## src/rtl/toysram_32x12_ctl.sv

```systemverilog
// Port controller for one 32x12 toysram subarray: two pipelined read ports
// with registered one-hot wordlines, and a sequenced write (setup/pulse/hold).
module toysram_32x12_ctl #(
    parameter int unsigned WPULSE  = 1,
    parameter bit          RBL_INV = 1'b0
) (
    input  logic        clk,
    input  logic        rst_n,
    input  logic        r0_req,
    input  logic [4:0]  r0_addr,
    output logic        r0_gnt,
    output logic        r0_vld,
    output logic [11:0] r0_data,
    input  logic        r1_req,
    input  logic [4:0]  r1_addr,
    output logic        r1_gnt,
    output logic        r1_vld,
    output logic [11:0] r1_data,
    input  logic        w_req,
    input  logic [4:0]  w_addr,
    input  logic [11:0] w_data,
    output logic        w_gnt,
    output logic [0:31] RWL0,
    output logic [0:31] RWL1,
    output logic [0:31] WWL,
    output logic [0:11] WBL,
    output logic [0:11] WBLb,
    input  logic [0:11] RBL0,
    input  logic [0:11] RBL1
);
    localparam int unsigned AW = 5;
    localparam int unsigned DW = 12;
    localparam int unsigned NW = 32;
    localparam int unsigned CW = 2;

    typedef enum logic [1:0] {S_IDLE, S_SETUP, S_PULSE, S_HOLD} state_e;

    state_e        state_q, state_d;
    logic [CW-1:0] cnt_q, cnt_d;
    logic [AW-1:0] wa_q, wa_d;
    logic [DW-1:0] wd_q, wd_d;
    logic [NW-1:0] wwl_q, wwl_d;
    logic [DW-1:0] wbl_q, wbl_d, wblb_q, wblb_d;
    logic [NW-1:0] rwl0_q, rwl0_d, rwl1_q, rwl1_d;
    logic          vld0_q, vld0_d, vld1_q, vld1_d;
    logic [DW-1:0] data0_q, data0_d, data1_q, data1_d;
    logic [DW-1:0] rbl0_w, rbl1_w;
    logic          wr_busy, hz0, hz1;

    // Grants are gated by rst_n so they read 0 throughout reset.
    assign wr_busy = (state_q != S_IDLE);
    assign w_gnt   = rst_n & ~wr_busy & w_req;
    assign hz0     = (wr_busy && (r0_addr == wa_q)) || (w_gnt && (r0_addr == w_addr));
    assign hz1     = (wr_busy && (r1_addr == wa_q)) || (w_gnt && (r1_addr == w_addr));
    assign r0_gnt  = rst_n & r0_req & ~hz0;
    assign r1_gnt  = rst_n & r1_req & ~hz1;

    always_ff @(posedge clk or negedge rst_n) begin
        if (!rst_n) begin
            state_q <= S_IDLE;
            cnt_q   <= '0;
            wa_q    <= '0;
            wd_q    <= '0;
            wwl_q   <= '0;
            wbl_q   <= '0;
            wblb_q  <= '0;
            rwl0_q  <= '0;
            rwl1_q  <= '0;
            vld0_q  <= 1'b0;
            vld1_q  <= 1'b0;
            data0_q <= '0;
            data1_q <= '0;
        end else begin
            state_q <= state_d;
            cnt_q   <= cnt_d;
            wa_q    <= wa_d;
            wd_q    <= wd_d;
            wwl_q   <= wwl_d;
            wbl_q   <= wbl_d;
            wblb_q  <= wblb_d;
            rwl0_q  <= rwl0_d;
            rwl1_q  <= rwl1_d;
            vld0_q  <= vld0_d;
            vld1_q  <= vld1_d;
            data0_q <= data0_d;
            data1_q <= data1_d;
        end
    end

    // Write sequencer next state; address/data latched on grant.
    always_comb begin
        state_d = state_q;
        cnt_d   = cnt_q;
        wa_d    = wa_q;
        wd_d    = wd_q;
        unique case (state_q)
            S_IDLE: begin
                if (w_gnt) begin
                    state_d = S_SETUP;
                    wa_d    = w_addr;
                    wd_d    = w_data;
                end
            end
            S_SETUP: begin
                state_d = S_PULSE;
                cnt_d   = '0;
            end
            S_PULSE: begin
                if (cnt_q == CW'(WPULSE - 1)) state_d = S_HOLD;
                else                          cnt_d   = cnt_q + CW'(1);
            end
            S_HOLD:  state_d = S_IDLE;
            default: state_d = S_IDLE;
        endcase
    end

    // Registered outputs derived from the next state, so bitlines only move while WWL is low.
    always_comb begin
        wwl_d  = '0;
        wbl_d  = '0;
        wblb_d = '0;
        if (state_d != S_IDLE) begin
            wbl_d  = wd_d;
            wblb_d = ~wd_d;
        end
        if (state_d == S_PULSE) wwl_d[wa_d] = 1'b1;

        rwl0_d = '0;
        rwl1_d = '0;
        if (r0_gnt) rwl0_d[r0_addr] = 1'b1;
        if (r1_gnt) rwl1_d[r1_addr] = 1'b1;

        vld0_d  = |rwl0_q;
        vld1_d  = |rwl1_q;
        data0_d = data0_q;
        data1_d = data1_q;
        if (vld0_d) data0_d = rbl0_w ^ {DW{RBL_INV}};
        if (vld1_d) data1_d = rbl1_w ^ {DW{RBL_INV}};
    end

    // Array-side buses are ascending; map index-for-index to internal vectors.
    always_comb begin
        for (int i = 0; i < int'(DW); i++) begin
            rbl0_w[i] = RBL0[i];
            rbl1_w[i] = RBL1[i];
            WBL[i]    = wbl_q[i];
            WBLb[i]   = wblb_q[i];
        end
        for (int i = 0; i < int'(NW); i++) begin
            RWL0[i] = rwl0_q[i];
            RWL1[i] = rwl1_q[i];
            WWL[i]  = wwl_q[i];
        end
    end

    assign r0_vld  = vld0_q;
    assign r1_vld  = vld1_q;
    assign r0_data = data0_q;
    assign r1_data = data1_q;

endmodule

```

## config.mk

```make
export PLATFORM = sky130hd
export DESIGN_NAME = toysram_32x12_ctl
export DESIGN_NICKNAME = d
export VERILOG_FILES = /design/src/rtl/toysram_32x12_ctl.sv
export SDC_FILE = /design/constraint.sdc
export NUM_CORES = 1
export LEC_CHECK = 0
export CELL_PAD_IN_SITES_DETAIL_PLACEMENT = 0
export CELL_PAD_IN_SITES_GLOBAL_PLACEMENT = 2
export CORE_ASPECT_RATIO = 0.5
export CORE_MARGIN = 8
export CORE_UTILIZATION = 32
export CTS_BUF_LIST = sky130_fd_sc_hd__clkbuf_4
export DETAILED_ROUTE_END_ITERATION = 10
export GPL_TIMING_DRIVEN = 0
export PLACE_DENSITY = 0.95
export REMOVE_ABC_BUFFERS = 1
export SYNTH_ARGS = -nofsm -noshare
export SYNTH_HDL_FRONTEND = slang
export SYNTH_SLANG_ARGS = --single-unit
```

## constraint.sdc

```tcl
create_clock -name clk -period 6.87 [get_ports clk]
set_clock_uncertainty 0.15 [all_clocks]
set_input_delay 1.374 -clock clk [delete_from_list [all_inputs] [get_ports clk]]
set_output_delay 1.374 -clock clk [all_outputs]
set_load 0.05 [all_outputs]
```

==> out/metrics.cfg <==
[critical_path]
critPathSlowestCell = clkdlybuf4s50_1
end_kind = output port
reg2reg_depth = 7
worstPathArrival_ns = 4.71
worstPathRequired_ns = 5.35
slowest_delay_ns = 0.73
critical_path.startpoint_type = primary input
worst-setup-path-type = in -> out
worstPathMaxFanout = 107
path_cells = buf_8, buf_16, nand3_2, clkinv_2, nand4_1, nor3_4, nor2_1, clkdlybuf4s50_1

[logic_synthesis]
ys.warnings.count = 0
synth.most_common_cell = dfrtp_1
ys_types = 34
syn_area_per_cell_um2 = 12.4
yosys.area_share.simple = 0.192
ys_top_cells_by_area = dfrtp_1 67%, nor4_1 8.0%, mux2_2 4.7%
synth-edff-count = 0
synth_top_cell_area_share = 0.670
synth-xor-area-share = 0.0281
ys_ff_latch = 167
ys_top_cells_by_count = 167 x dfrtp_1, 80 x nor4_1, 53 x nor2_1, 37 x nand2_1, 26 x mux2_2
seq_area_frac_synth = 0.670
muxShareOfSynthArea = 0.0549
synthCells = 502
synthAdderAreaFrac = 0.0100
yosys.area.top_type = dfrtp_1
ys_async_sr_fraction = 1.00
synth_top_family_by_area = simple AND/OR/NAND/NOR gates
synth_compound_area_frac = 0.0130
ys.flop_type = dfrtp_1
syn_area_um2 = 6240

[cells_and_area]
nets = 761
final_cells = 980
area_delta_synth_final_pct = 42.7
fin_util = 0.462
drive_above_1_share = 0.108

[sta]
slew_viol_final = 0
max_freq_mhz = 160
tns_ns = 0
max_slew_margin = 0.222
hold_ws_ns = 0.356
tightest_slew_ns = 1.16
period_minus_slack_ns = 6.23
period_share = 0.907
timing.final.hold_violations = 0
setup_viol = 0
rsz0062_at_grt = false

[grt]
grt_overflow = 0
track_usage = 0.145
antenna_found_initial = 2
grt_max_degree = 108
grt_pass1_wl_um = 27500
grt_pass1_vias = 4797

[route]
antenna_left = 0
dr.pass1.iters = 5
drt_iter0_markers = 239
drc = 0
drt-vias-per-instance = 4.73
route.detailed.wl_per_inst_um = 18.4
num_vias = 4632
drt-total-wl_um = 18000

[die]
core_um2 = 19300
dieArea_um2 = 24500
die_h_um = 115
num_io_pins = 205
start_util = 0.324
row_count = 36
die_x_um = 213

[power]
total_power_w = 0.00328
p_per_area_nw_per_um2 = 368
p_leak_nw = 3.78
peakVddDrop_mv = 0.181

[hold_path]
hp-class = reg -> reg
holdPathStages = 2

[place]
hpwl_um = 13300
port_buffers = 204
dp.cells = 945
gp_congestion = 0.762

[job]
max-cap-violations = 0

[clocking]
root_buffer = clkbuf_4
clkLatencyLatePin_ns = 0.54
cts_buffer_depth = 2
cts_hold_buf = 0
htreeDepth = 4
cts_tree = done
cts_buffers = 17
cts_sinks = 167
path_clk_slew_ns = 0.14

[status]
status = complete, no violations

-- repair_timing --
action,in CTS,in global routing
pin swaps,1,1
buffers inserted,0,1
hold endpoints to repair,0,0
endpoints found under the setup margin,1,1
cloned,1,0
gates resized for setup,0,1
-- flip-flops by register name, summed over array words and instances (netlist names) --
register	cells
rwl0_q	32
rwl1_q	32
wwl_q	32
r0_data	12
r1_data	12
wbl_q	12
wblb_q	12
wd_q	12
wa_q	5
cnt_q	2
state_q	2
r0_vld	1
r1_vld	1
-- path summary, 6_finish.rpt --
check / from / end / slack (ns)
min: wd_q[0] / wd_q[0] / 0.36
max: rst_n / r1_gnt / 0.64
max reg2reg: state_q[0] / rwl0_q[9] / 3.38
min in group asynchronous: rst_n / wwl_q[16] / 0.60
min reg2reg: wd_q[0] / wd_q[0] / 0.36
max in group asynchronous: rst_n / r1_data[9] / 5.07
-- through the flow --
stage / area (um2) / setup slack (ns)
2_1_floorplan: 6090 / 1.35
3_3_place_gp: 8470 / -7.55
3_5_place_dp: 8580 / -0.160
4_1_cts: 8890 / 0.0920
5_1_grt: 8900 / 0.180
6_report: 8900 / 0.639
-- routing by layer --
| layer | share of wire | GRT usage | vias up |
|---|---|---|---|
| met4 | 0.014 | 0.0400 | 0 |
| met3 | 0.034 | 0.0335 | 10 |
| li1 | - | - | 2166 |
| met1 | 0.40 | 0.167 | 2385 |
| met2 | 0.55 | 0.269 | 71 |
| met5 | 0 | 0 | - |
-- critical path, delay by kind of cell --
family | cells | cell delay (ns)
buffers and inverters | 4 | 2.02
AND/OR/NAND/NOR | 4 | 1.26
-- cell type report --
type | instances | area, um2
antenna | 2 | 5.00
clock buffer | 18 | 135
clock inverter | 13 | 161
fill | 1811 | 10400
inverter | 15 | 57.6
multi-input combinational | 290 | 1900
sequential | 167 | 4180
tap | 266 | 333
timing repair buffer | 209 | 2140
-- kinds of logic after synthesis --
| group | Yosys count |
|---|---|
| buffers and inverters | 46 |
| AOI/OAI and AO/OA | 7 |
| and+or+nand+nor | 226 |
| adders and majority gates | 5 |
| DFF | 167 |
| xor gates and xnor gates | 20 |
| muxes | 31 |
-- power breakdown --
group | switching [W] | leakage [nW] | internal (W)
clock network | 0.000365 | 0.156 | 0.000231
registers | 0.0000874 | 2.20 | 0.00118
logic | 0.000953 | 1.42 | 0.000457
total | 0.00141 | 3.78 | 0.00187
-- cells in the final DEF, fill, tap and decap left out, types with 2 or more instances in the layout --
cell type	synthesis	routed
nor2b_1	12	12
nand3_1	14	14
buf_8	0	2
or3_1	2	2
mux2i_1	5	5
nor2_1	53	52
ha_1	5	5
dfrtp_1	167	167
bufinv_16	0	2
or3b_2	4	4
nand2_1	37	37
nand3b_1	7	7
or2_2	2	2
nor4_1	80	80
inv_8	0	3
mux2_2	26	26
o311ai_4	1	2
clkdlybuf4s50_1	0	203
clkinv_4	0	2
buf_16	0	2
diode_2	0	2
inv_6	0	4
nand2b_1	4	4
clkinvlp_4	0	2
nand4_1	8	8
xor2_1	6	6
inv_1	14	14
xnor2_1	14	14
clkbuf_4	0	18
No activity file was read; power rests on OpenSTA's default activity.
